File: src/rtl/alu_wide_seq_if.sv
// ----------------------------------------------------------------------------
// alu_wide_seq_if
// Request/response bundle between the execute-stage control and the wide ALU
// sequencer. One request carries a command, a carry-in and two operands of
// WORDS 32-bit limbs. The response carries the wide result and NZCV flags.
//
// Signals
//   startValid / startReady   request handshake (accept on both high)
//   cmd [1:0]                 00 ADD, 01 ADC, 10 AND, 11 EOR
//   carryIn                   carry into limb 0 for ADC
//   opA, opB [32*WORDS-1:0]   operands
//   result [32*WORDS-1:0]     wide result
//   cFlag zFlag nFlag vFlag   wide flags
//   resultValid / resultReady response handshake
//
// Modports
//   master : execute-stage control (issues requests, consumes results)
//   slave  : the sequencer
// ----------------------------------------------------------------------------
interface alu_wide_seq_if #(
   parameter int WORDS = 2
);
   logic                   startValid;
   logic                   startReady;
   logic [1:0]             cmd;
   logic                   carryIn;
   logic [32*WORDS-1:0]    opA;
   logic [32*WORDS-1:0]    opB;
   logic [32*WORDS-1:0]    result;
   logic                   cFlag;
   logic                   zFlag;
   logic                   nFlag;
   logic                   vFlag;
   logic                   resultValid;
   logic                   resultReady;

   modport master (
      output startValid, cmd, carryIn, opA, opB, resultReady,
      input  startReady, result, cFlag, zFlag, nFlag, vFlag, resultValid
   );

   modport slave (
      input  startValid, cmd, carryIn, opA, opB, resultReady,
      output startReady, result, cFlag, zFlag, nFlag, vFlag, resultValid
   );
endinterface

File: src/rtl/alu_wide_seq.sv
// ----------------------------------------------------------------------------
// alu_wide_seq
// Runs a WORDS-limb (32*WORDS-bit) ADD/ADC/AND/EOR on the shared 32-bit ALU,
// one limb per clock, rippling the carry from limb to limb. The wide result
// and NZCV flags are returned over a valid/ready handshake.
//
// Ports
//   clk        rising-edge clock
//   reset      synchronous, active-high
//   bus        request/response bundle (slave side of alu_wide_seq_if)
//   aluA/aluB  32-bit operands to the ALU
//   aluOp      5-bit ALU opcode (5'b11111 is the ALU idle opcode, out=0)
//   aluCin     carry into the ALU
//   aluOut     ALU result, combinational in the same cycle
//   aluC/Z/N/V ALU flags, combinational in the same cycle
// ----------------------------------------------------------------------------
module alu_wide_seq #(
   parameter int WORDS = 2
) (
   input  logic        clk,
   input  logic        reset,
   alu_wide_seq_if.slave bus,
   output logic [31:0] aluA,
   output logic [31:0] aluB,
   output logic [4:0]  aluOp,
   output logic        aluCin,
   input  logic [31:0] aluOut,
   input  logic        aluC,
   input  logic        aluZ,
   input  logic        aluN,
   input  logic        aluV
);

   typedef enum logic [1:0] {IDLE, EXEC, DONE} state_t;
   typedef enum logic [1:0] {CMD_ADD, CMD_ADC, CMD_AND, CMD_EOR} cmd_t;

   localparam int            KW      = (WORDS > 1) ? $clog2(WORDS) : 1;
   localparam logic [KW-1:0] LAST    = KW'(WORDS - 1);
   localparam logic [4:0]    OP_ADDS = 5'b01011;
   localparam logic [4:0]    OP_ADC  = 5'b00101;
   localparam logic [4:0]    OP_AND  = 5'b01000;
   localparam logic [4:0]    OP_EOR  = 5'b01001;
   localparam logic [4:0]    OP_NONE = 5'b11111;

   state_t                 state, state_nxt;
   cmd_t                   cmd_q;
   logic                   cin_q;
   logic [WORDS-1:0][31:0] opa_q, opb_q, result_q;
   logic [KW-1:0]          k;
   logic                   carry_q, zacc_q;
   logic                   c_q, z_q, n_q, v_q;
   logic                   accept, last_limb;

   assign accept    = (state == IDLE) && bus.startValid;
   assign last_limb = (k == LAST);

   assign bus.result = result_q;
   assign bus.cFlag  = c_q;
   assign bus.zFlag  = z_q;
   assign bus.nFlag  = n_q;
   assign bus.vFlag  = v_q;

   // NOTE: state is written with <= so every register samples pre-edge values.
   always_ff @(posedge clk) begin
      if (reset) state <= IDLE;
      else       state <= state_nxt;
   end

   // NOTE: every output gets a default first, so no path can infer a latch.
   always_comb begin
      state_nxt       = state;
      bus.startReady  = 1'b0;
      bus.resultValid = 1'b0;
      aluA            = '0;
      aluB            = '0;
      aluOp           = OP_NONE;
      aluCin          = 1'b0;
      case (state)
         IDLE: begin
            bus.startReady = 1'b1;
            if (bus.startValid) state_nxt = EXEC;
         end
         EXEC: begin
            aluA = opa_q[k];
            aluB = opb_q[k];
            case (cmd_q)
               CMD_ADD: begin
                  // Limb 0 is a plain ADD; upper limbs add with the rippled carry.
                  if (k == '0) begin
                     aluOp = OP_ADDS;
                  end else begin
                     aluOp  = OP_ADC;
                     aluCin = carry_q;
                  end
               end
               CMD_ADC: begin
                  aluOp  = OP_ADC;
                  aluCin = (k == '0) ? cin_q : carry_q;
               end
               CMD_AND: aluOp = OP_AND;
               CMD_EOR: aluOp = OP_EOR;
               default: aluOp = OP_NONE;
            endcase
            if (last_limb) state_nxt = DONE;
         end
         DONE: begin
            bus.resultValid = 1'b1;
            if (bus.resultReady) state_nxt = IDLE;
         end
         default: state_nxt = IDLE;
      endcase
   end

   // NOTE: the operand latches carry no reset; they are only read in EXEC,
   // which is always entered through an accept that loads them.
   always_ff @(posedge clk) begin
      if (accept) begin
         cmd_q <= cmd_t'(bus.cmd);
         cin_q <= bus.carryIn;
         opa_q <= bus.opA;
         opb_q <= bus.opB;
      end
   end

   // Limb datapath: collect one 32-bit slice per EXEC cycle, ripple carry,
   // AND-accumulate the per-limb zero flags, publish flags after the last limb.
   always_ff @(posedge clk) begin
      if (reset) begin
         result_q <= '0;
         k        <= '0;
         carry_q  <= 1'b0;
         zacc_q   <= 1'b1;
         c_q      <= 1'b0;
         z_q      <= 1'b0;
         n_q      <= 1'b0;
         v_q      <= 1'b0;
      end else begin
         case (state)
            IDLE: begin
               if (accept) begin
                  k      <= '0;
                  zacc_q <= 1'b1;
               end
            end
            EXEC: begin
               result_q[k] <= aluOut;
               carry_q     <= aluC;
               zacc_q      <= zacc_q & aluZ;
               k           <= k + KW'(1);
               if (last_limb) begin
                  c_q <= aluC;
                  z_q <= zacc_q & aluZ;
                  n_q <= aluN;
                  v_q <= aluV;
               end
            end
            default: ;
         endcase
      end
   end

endmodule
File: src/flat_wrapper.sv
// flat-port wrapper written by rule: the top's interface ports become plain ports
module alu_wide_seq_flat 
#(
   parameter int WORDS = 2
)
  (clk, reset, aluA, aluB, aluOp, aluCin, aluOut, aluC, aluZ, aluN, aluV, bus_startValid, bus_cmd, bus_carryIn, bus_opA, bus_opB, bus_resultReady, bus_startReady, bus_result, bus_cFlag, bus_zFlag, bus_nFlag, bus_vFlag, bus_resultValid);
  alu_wide_seq_if #(.WORDS(WORDS)) bus_i ();
  input  logic clk;
  input  logic reset;
  output logic [31:0] aluA;
  output logic [31:0] aluB;
  output logic [4:0] aluOp;
  output logic aluCin;
  input  logic [31:0] aluOut;
  input  logic aluC;
  input  logic aluZ;
  input  logic aluN;
  input  logic aluV;
  input wire logic [$bits(bus_i.startValid)-1:0] bus_startValid;
  input wire logic [$bits(bus_i.cmd)-1:0] bus_cmd;
  input wire logic [$bits(bus_i.carryIn)-1:0] bus_carryIn;
  input wire logic [$bits(bus_i.opA)-1:0] bus_opA;
  input wire logic [$bits(bus_i.opB)-1:0] bus_opB;
  input wire logic [$bits(bus_i.resultReady)-1:0] bus_resultReady;
  output wire logic [$bits(bus_i.startReady)-1:0] bus_startReady;
  output wire logic [$bits(bus_i.result)-1:0] bus_result;
  output wire logic [$bits(bus_i.cFlag)-1:0] bus_cFlag;
  output wire logic [$bits(bus_i.zFlag)-1:0] bus_zFlag;
  output wire logic [$bits(bus_i.nFlag)-1:0] bus_nFlag;
  output wire logic [$bits(bus_i.vFlag)-1:0] bus_vFlag;
  output wire logic [$bits(bus_i.resultValid)-1:0] bus_resultValid;
  assign bus_i.startValid = bus_startValid;
  assign bus_i.cmd = bus_cmd;
  assign bus_i.carryIn = bus_carryIn;
  assign bus_i.opA = bus_opA;
  assign bus_i.opB = bus_opB;
  assign bus_i.resultReady = bus_resultReady;
  assign bus_startReady = bus_i.startReady;
  assign bus_result = bus_i.result;
  assign bus_cFlag = bus_i.cFlag;
  assign bus_zFlag = bus_i.zFlag;
  assign bus_nFlag = bus_i.nFlag;
  assign bus_vFlag = bus_i.vFlag;
  assign bus_resultValid = bus_i.resultValid;
  alu_wide_seq #(.WORDS(WORDS)) u_core (.clk(clk), .reset(reset), .bus(bus_i), .aluA(aluA), .aluB(aluB), .aluOp(aluOp), .aluCin(aluCin), .aluOut(aluOut), .aluC(aluC), .aluZ(aluZ), .aluN(aluN), .aluV(aluV));
endmodule
File: config.mk
export PLATFORM = sky130hd
export DESIGN_NAME = alu_wide_seq_flat
export DESIGN_NICKNAME = d
export VERILOG_FILES = /design/src/rtl/alu_wide_seq_if.sv /design/src/rtl/alu_wide_seq.sv /design/src/flat_wrapper.sv
export SDC_FILE = /design/constraint.sdc
export NUM_CORES = 1
export LEC_CHECK = 0
export ABC_AREA = 1
export CAP_MARGIN = 10
export CELL_PAD_IN_SITES_DETAIL_PLACEMENT = 1
export CELL_PAD_IN_SITES_GLOBAL_PLACEMENT = 2
export CORE_UTILIZATION = 27
export DETAILED_ROUTE_END_ITERATION = 16
export GPL_TIMING_DRIVEN = 0
export PLACE_DENSITY_LB_ADDON = 0.1
export SLEW_MARGIN = 20
export SYNTH_ARGS = -nofsm -noshare
export SYNTH_HDL_FRONTEND = slang
export SYNTH_SLANG_ARGS = --single-unit
export TNS_END_PERCENT = 50
File: constraint.sdc
create_clock -name clk -period 7.13 [get_ports clk]
set_clock_uncertainty 0.2 [all_clocks]
set_input_delay 0.713 -clock clk [delete_from_list [all_inputs] [get_ports clk]]
set_output_delay 0.713 -clock clk [all_outputs]
set_load 0.05 [all_outputs]
## Word-level counts from Yosys, hierarchy flattened

Index checks and enable logic that the tools add are counted.

- Flip-flop bits (word level): 204
- Latch bits: 0
- Bits in writable memories: 0
- Bits in read-only memories: 0
- Bits of input ports: 171
- Word-level logic and storage cells: 63
- Memories: 0

- Add/sub/neg operators: 1
- Multiply operators: 0
- Div/mod/pow operators: 0
- Order comparisons: 2
- Equality and inequality tests: 9
- Shifts and indexed selects: 0
- Muxes and demuxes: 26
- Bitwise operators: 1
- Reduce and logical (&&, ||, !) cells: 8

Operators with widths:

| operator | count |
|---|---|
| 32-bit two-way mux | 7 |
| 64-bit bitwise mux | 1 |
| 32-bit demux with 1-bit select | 1 |
| 5-bit one-hot mux with 4 select lines | 1 |
| 1-bit two-way mux | 7 |
| 2-bit == test, second input constant | 3 |
| 2-bit two-way mux | 3 |
| 1-bit one-hot mux with 2 select lines | 3 |
| 2-bit one-hot mux with 3 select lines | 1 |
| 5-bit two-way mux | 1 |
| 2-bit by 1-bit == test with 1-bit output, second input constant | 2 |
| 2-bit zero test | 2 |
| 4-bit two-way mux | 1 |
| 2-bit by 1-bit != test with 1-bit output, second input constant | 2 |
| 2-bit != test, second input constant | 2 |
| 2-bit AND reduction | 2 |
| 3-bit AND reduction | 1 |
| 1-bit logical AND | 2 |
| 1-bit by 2-bit less-than comparator with 1-bit output, second input constant | 1 |
| 2-bit nonzero test | 1 |
| 1-bit adder, second input constant | 1 |
| 1-bit AND | 1 |
| 1-bit >= comparator, second input constant | 1 |

## Depth between registers and ports, before layout

- Depth in word-level cells: 5
- Gate-level depth with buffers: 8

## Least setup slack after synthesis

OpenSTA, ideal clock, no wires.

- Path type: register to register
- From: register u_core.state[0]
- To: register u_core.cin_q, enable pin
- Arrival: 3914 ps
- Required time: 6446 ps
- Path slack: 2532 ps
- Stages on the path, launching flop included: 5
- Path buffers: 1
- Path through: dfxtp_1 buf_4 nor2_1 nand2_1 inv_1

- Word-level cells in the longest chain between the ends: 2

Ends and longest elaborated chain:

| item | RTL line | text |
|---|---|---|
| start, declared | alu_wide_seq.sv:45 | `state_t state, state_nxt;` |
| start signal, assigned | alu_wide_seq.sv:66 | `else state <= state_nxt;` |
| 2-bit zero test | alu_wide_seq.sv:54 | `assign accept = (state == IDLE) && bus.startValid;` |
| 1-bit logical AND | alu_wide_seq.sv:54 |  |
| named net u_core.accept | alu_wide_seq.sv:52 | `logic accept, last_limb;` |
| end signal, assigned | alu_wide_seq.sv:119 | `cin_q <= bus.carryIn;` |
| end, declared | alu_wide_seq.sv:47 | `logic cin_q;` |

The timed path passes the listed nets, and every way through them passes these cells.
A chain may end at the register's enable or synchronous reset.

## Worst setup path in the final report

- From: register u_core.state[0]
- To: output aluB[15]

- Word-level cells in the longest chain between the ends: 2

Ends and longest elaborated chain:

| item | RTL line | text |
|---|---|---|
| 2-bit by 1-bit == test with 1-bit output | alu_wide_seq.sv:78 | `case (state)` |
| 32-bit two-way mux | alu_wide_seq.sv:78 |  |
| end, declared | flat_wrapper.sv:11 | `output logic [31:0] aluB;` |

Every way passes these cells.

==> impl_metrics.env <==
export IMPL_status="finished, final reports clean"
export IMPL_cap_viol_max_count=0
export IMPL_ys_seq_area_frac=0.683
export IMPL_ant_nets=0
export IMPL_io_pins=311
export IMPL_fin_crit_sh=0.505
export IMPL_dieHeight_microns=173
export IMPL_synthTopCellsByArea="edfxtp_1 50%, dfxtp_1 18%, nand2_1 13%"
export IMPL_fin_cells=1561
export IMPL_synth_cells=823
export IMPL_cts_root_buf="clkbuf_16"
export IMPL_ff_latch_area_sq_mm=0.00540
export IMPL_die_w_microns=173
export IMPL_synth_top_area_frac=0.498
export IMPL_end_kind="output pin"
export IMPL_antenna_found_initial=1
export IMPL_wl_per_cell_microns=16.6
export IMPL_hold_viol=0
export IMPL_min_period_ns=3.60
export IMPL_fmax_mhz=278
export IMPL_p_leak_nw=4.99
export IMPL_use_met3=0.0543
export IMPL_crit_top_cell="buf_2"
export IMPL_p_int_w=0.00226
export IMPL_synth_fp_nets=994
export IMPL_gr_usage_met2=0.295
export IMPL_grt_pass1_vias=6724
export IMPL_synth_compound_area_frac=0.0453
export IMPL_async_flop_share=0
export IMPL_tightestPinTransition_ns=0.591
export IMPL_design_area_sq_mm=0.0123
export IMPL_p_switching_w=0.000886
export IMPL_tns_ns=0
export IMPL_cts_tree="done"
export IMPL_rows=62
export IMPL_start_util=0.275
export IMPL_routed_wirelength_microns=25900
export IMPL_power_density_mw_per_mm2=257
export IMPL_dp_cells=1518
export IMPL_post_cts_setup_buffers=0
export IMPL_dieArea_sq_mm=0.0300
export IMPL_clk_pin_slew_ns=0.06
export IMPL_path_cells="buf_4, nand2_1, buf_2, buf_2, a21oi_1, clkdlybuf4s50_1"
export IMPL_detail_route_first_pass_iterations=4
export IMPL_synthAdderAreaFrac=0
export IMPL_post_cts_resized=0
export IMPL_crit_buf_inv=4
export IMPL_yosys_area_top_type="edfxtp_1"
export IMPL_slew_violations=0
export IMPL_setup_viol=0
export IMPL_drtIter0Drc=231
export IMPL_htree_levels=1
export IMPL_peakVddDrop_mv=0.170
export IMPL_globalRouteMet1Util=0.209
export IMPL_combinationalPowerShare=0.194
export IMPL_grt_usage=0.170
export IMPL_cpMaxStageDelayCell="clkdlybuf4s50_1"
export IMPL_portBuffers=310
export IMPL_synth_top_family_by_area="simple AND/OR/NAND/NOR gates"
export IMPL_cts_hold_buffers=0
export IMPL_nNetsFinal=1332
export IMPL_cpLargestDelayFamily="buffers and inverters"
export IMPL_area_growth_pct=55.1
export IMPL_place_gp_congestion=0.739
export IMPL_vias=6590
export IMPL_cts_sinks=204
export IMPL_avgSynthCellArea_sq_um=9.60
export IMPL_synth_xor_area_frac=0
export IMPL_core_sq_mm=0.0288
export IMPL_grt_max_degree=104
export IMPL_crit_fanout=10
export IMPL_crit_arrival_ns=2.69
export IMPL_critPathKind="reg2out"
export IMPL_netlist_top_cells_count="277 x nand2_1, 142 x nor2_1, 131 x edfxtp_1, 77 x inv_1, 73 x dfxtp_1"
export IMPL_busiest_layer="met2"
export IMPL_place_area_sq_mm=0.0115
export IMPL_n_fill_cell=3255
export IMPL_p_sw_frac=0.282
export IMPL_slew_headroom=0.605
export IMPL_rsz0062_at_grt="false"
export IMPL_synth_area_sq_mm=0.00790
export IMPL_slowest_delay_ns=0.85
export IMPL_clock_power_share=0.370
export IMPL_overflow=0
export IMPL_hpwl_microns=18800
export IMPL_synth_flop_cell="edfxtp_1"
export IMPL_cts_path_max_buffers=3
export IMPL_synth_cell_types=17
export IMPL_min_path_type="reg2reg"
export IMPL_vias_per_cell=4.22
export IMPL_required_ns=6.22
export IMPL_synth_edf_count=131
export IMPL_grt_pass1_wl_microns=39600
export IMPL_postLayoutCoreUtil=0.426
export IMPL_multi_input_area_sq_mm=0.00197
export IMPL_yosys_warnings=0
export IMPL_synth_area_mux_share=0
export IMPL_synth_most_common_cell="nand2_1"
export IMPL_yosys_area_share_simple=0.204
export IMPL_insertion_delay_ns=0.51
export IMPL_start_kind="flip-flop"
export IMPL_diodes=0
export IMPL_ys_ff_latch=204
export IMPL_drc=0
export IMPL_final_layout_size_suffix_gt1_frac=0.0595
export IMPL_p_seq_frac=0.436
export IMPL_numCtsBuffers=25
power groups by stage:
stage               sequential (W)  combinational (W)  clock (W)
floorplan                  0.00149           0.000259          0
global placement           0.00141           0.000607          0
detailed placement         0.00140           0.000617          0
CTS                        0.00137           0.000620    0.00121
global route               0.00138           0.000654    0.00125
finish                     0.00137           0.000610    0.00116
worst paths after layout:
path                            cells past startpoint  slack [ns]                    startpoint                          end
worst min-delay path                                2        0.29   u_core.carry_q$_SDFFE_PP0N_  u_core.carry_q$_SDFFE_PP0N_
worst max-delay path                                6        3.53  u_core.state[0]$_SDFFE_PP0P_                     aluB[15]
worst max register to register                      5        4.96  u_core.state[0]$_SDFFE_PP0P_   u_core.opb_q[51]$_DFFE_PP_
worst min register to register                      2        0.29   u_core.carry_q$_SDFFE_PP0N_  u_core.carry_q$_SDFFE_PP0N_
stage by stage:
stage	total power [W]	hold slack, ns	setup slack [ns]
2_1_floorplan	0.00174	0.256	2.53
3_3_place_gp	0.00201	0.267	1.42
3_5_place_dp	0.00202	0.282	4.03
4_1_cts	0.00321	0.296	3.46
5_1_grt	0.00329	0.315	3.38
6_report	0.00315	0.289	3.53
worst reg2reg max path, cell delays in order, from the launching register on:
cell and delay [ns]:
dfxtp_1 0.30, buf_4 0.15, nor2_1 0.18, nand2_1 0.21
inv_8 0.24, buf_16 0.41
flip-flops by register name (all words and copies together), names as in the netlist:
| register | count |
|---|---|
| u_core.k | 1 |
| u_core.opb_q | 64 |
| u_core.bus.result | 64 |
| u_core.cin_q | 1 |
| u_core.bus.cFlag | 1 |
| u_core.cmd_q | 2 |
| u_core.bus.nFlag | 1 |
| u_core.carry_q | 1 |
| u_core.state | 2 |
| u_core.bus.vFlag | 1 |
| u_core.zacc_q | 1 |
| u_core.bus.zFlag | 1 |
| u_core.opa_q | 64 |
cell type report:
cell class	instances	share of cell area
clock buffer	34	0.0546
sequential	204	0.440
tap	384	0.0392
timing repair buffer	311	0.255
buffer	44	0.0196
inverter	80	0.0252
multi-input combinational	495	0.160
clock inverter	9	0.00561
layer usage:
metal | vias to the layer above | part of all wire | wire (microns)
met4 | 2 | 0.011 | 281
met5 | - | 0.00035 | 9
met3 | 20 | 0.078 | 2010
li1 | 3275 | - | -
met1 | 3108 | 0.43 | 11100
met2 | 185 | 0.48 | 12500
placed cells by master, fill, tap and decap left out:
master	n
buf_4	9
clkbuf_1	20
nand2_1	277
inv_8	1
bufinv_16	1
dfxtp_1	73
buf_16	1
clkinv_1	4
inv_2	2
nand3_2	2
clkinv_2	4
buf_6	2
clkdlybuf4s50_1	310
nand3_1	2
nor2_1	142
clkbuf_16	25
o21ai_0	2
o211ai_1	1
edfxtp_1	131
buf_2	21
a21oi_1	68
clkbuf_8	1
nand4_1	1
inv_6	1
inv_1	76
cells by family after synthesis:
group | after synthesis
compound gates | 71
flops | 204
buf+inv | 124
simple gates | 424
Power figures use the tool's default switching activity.
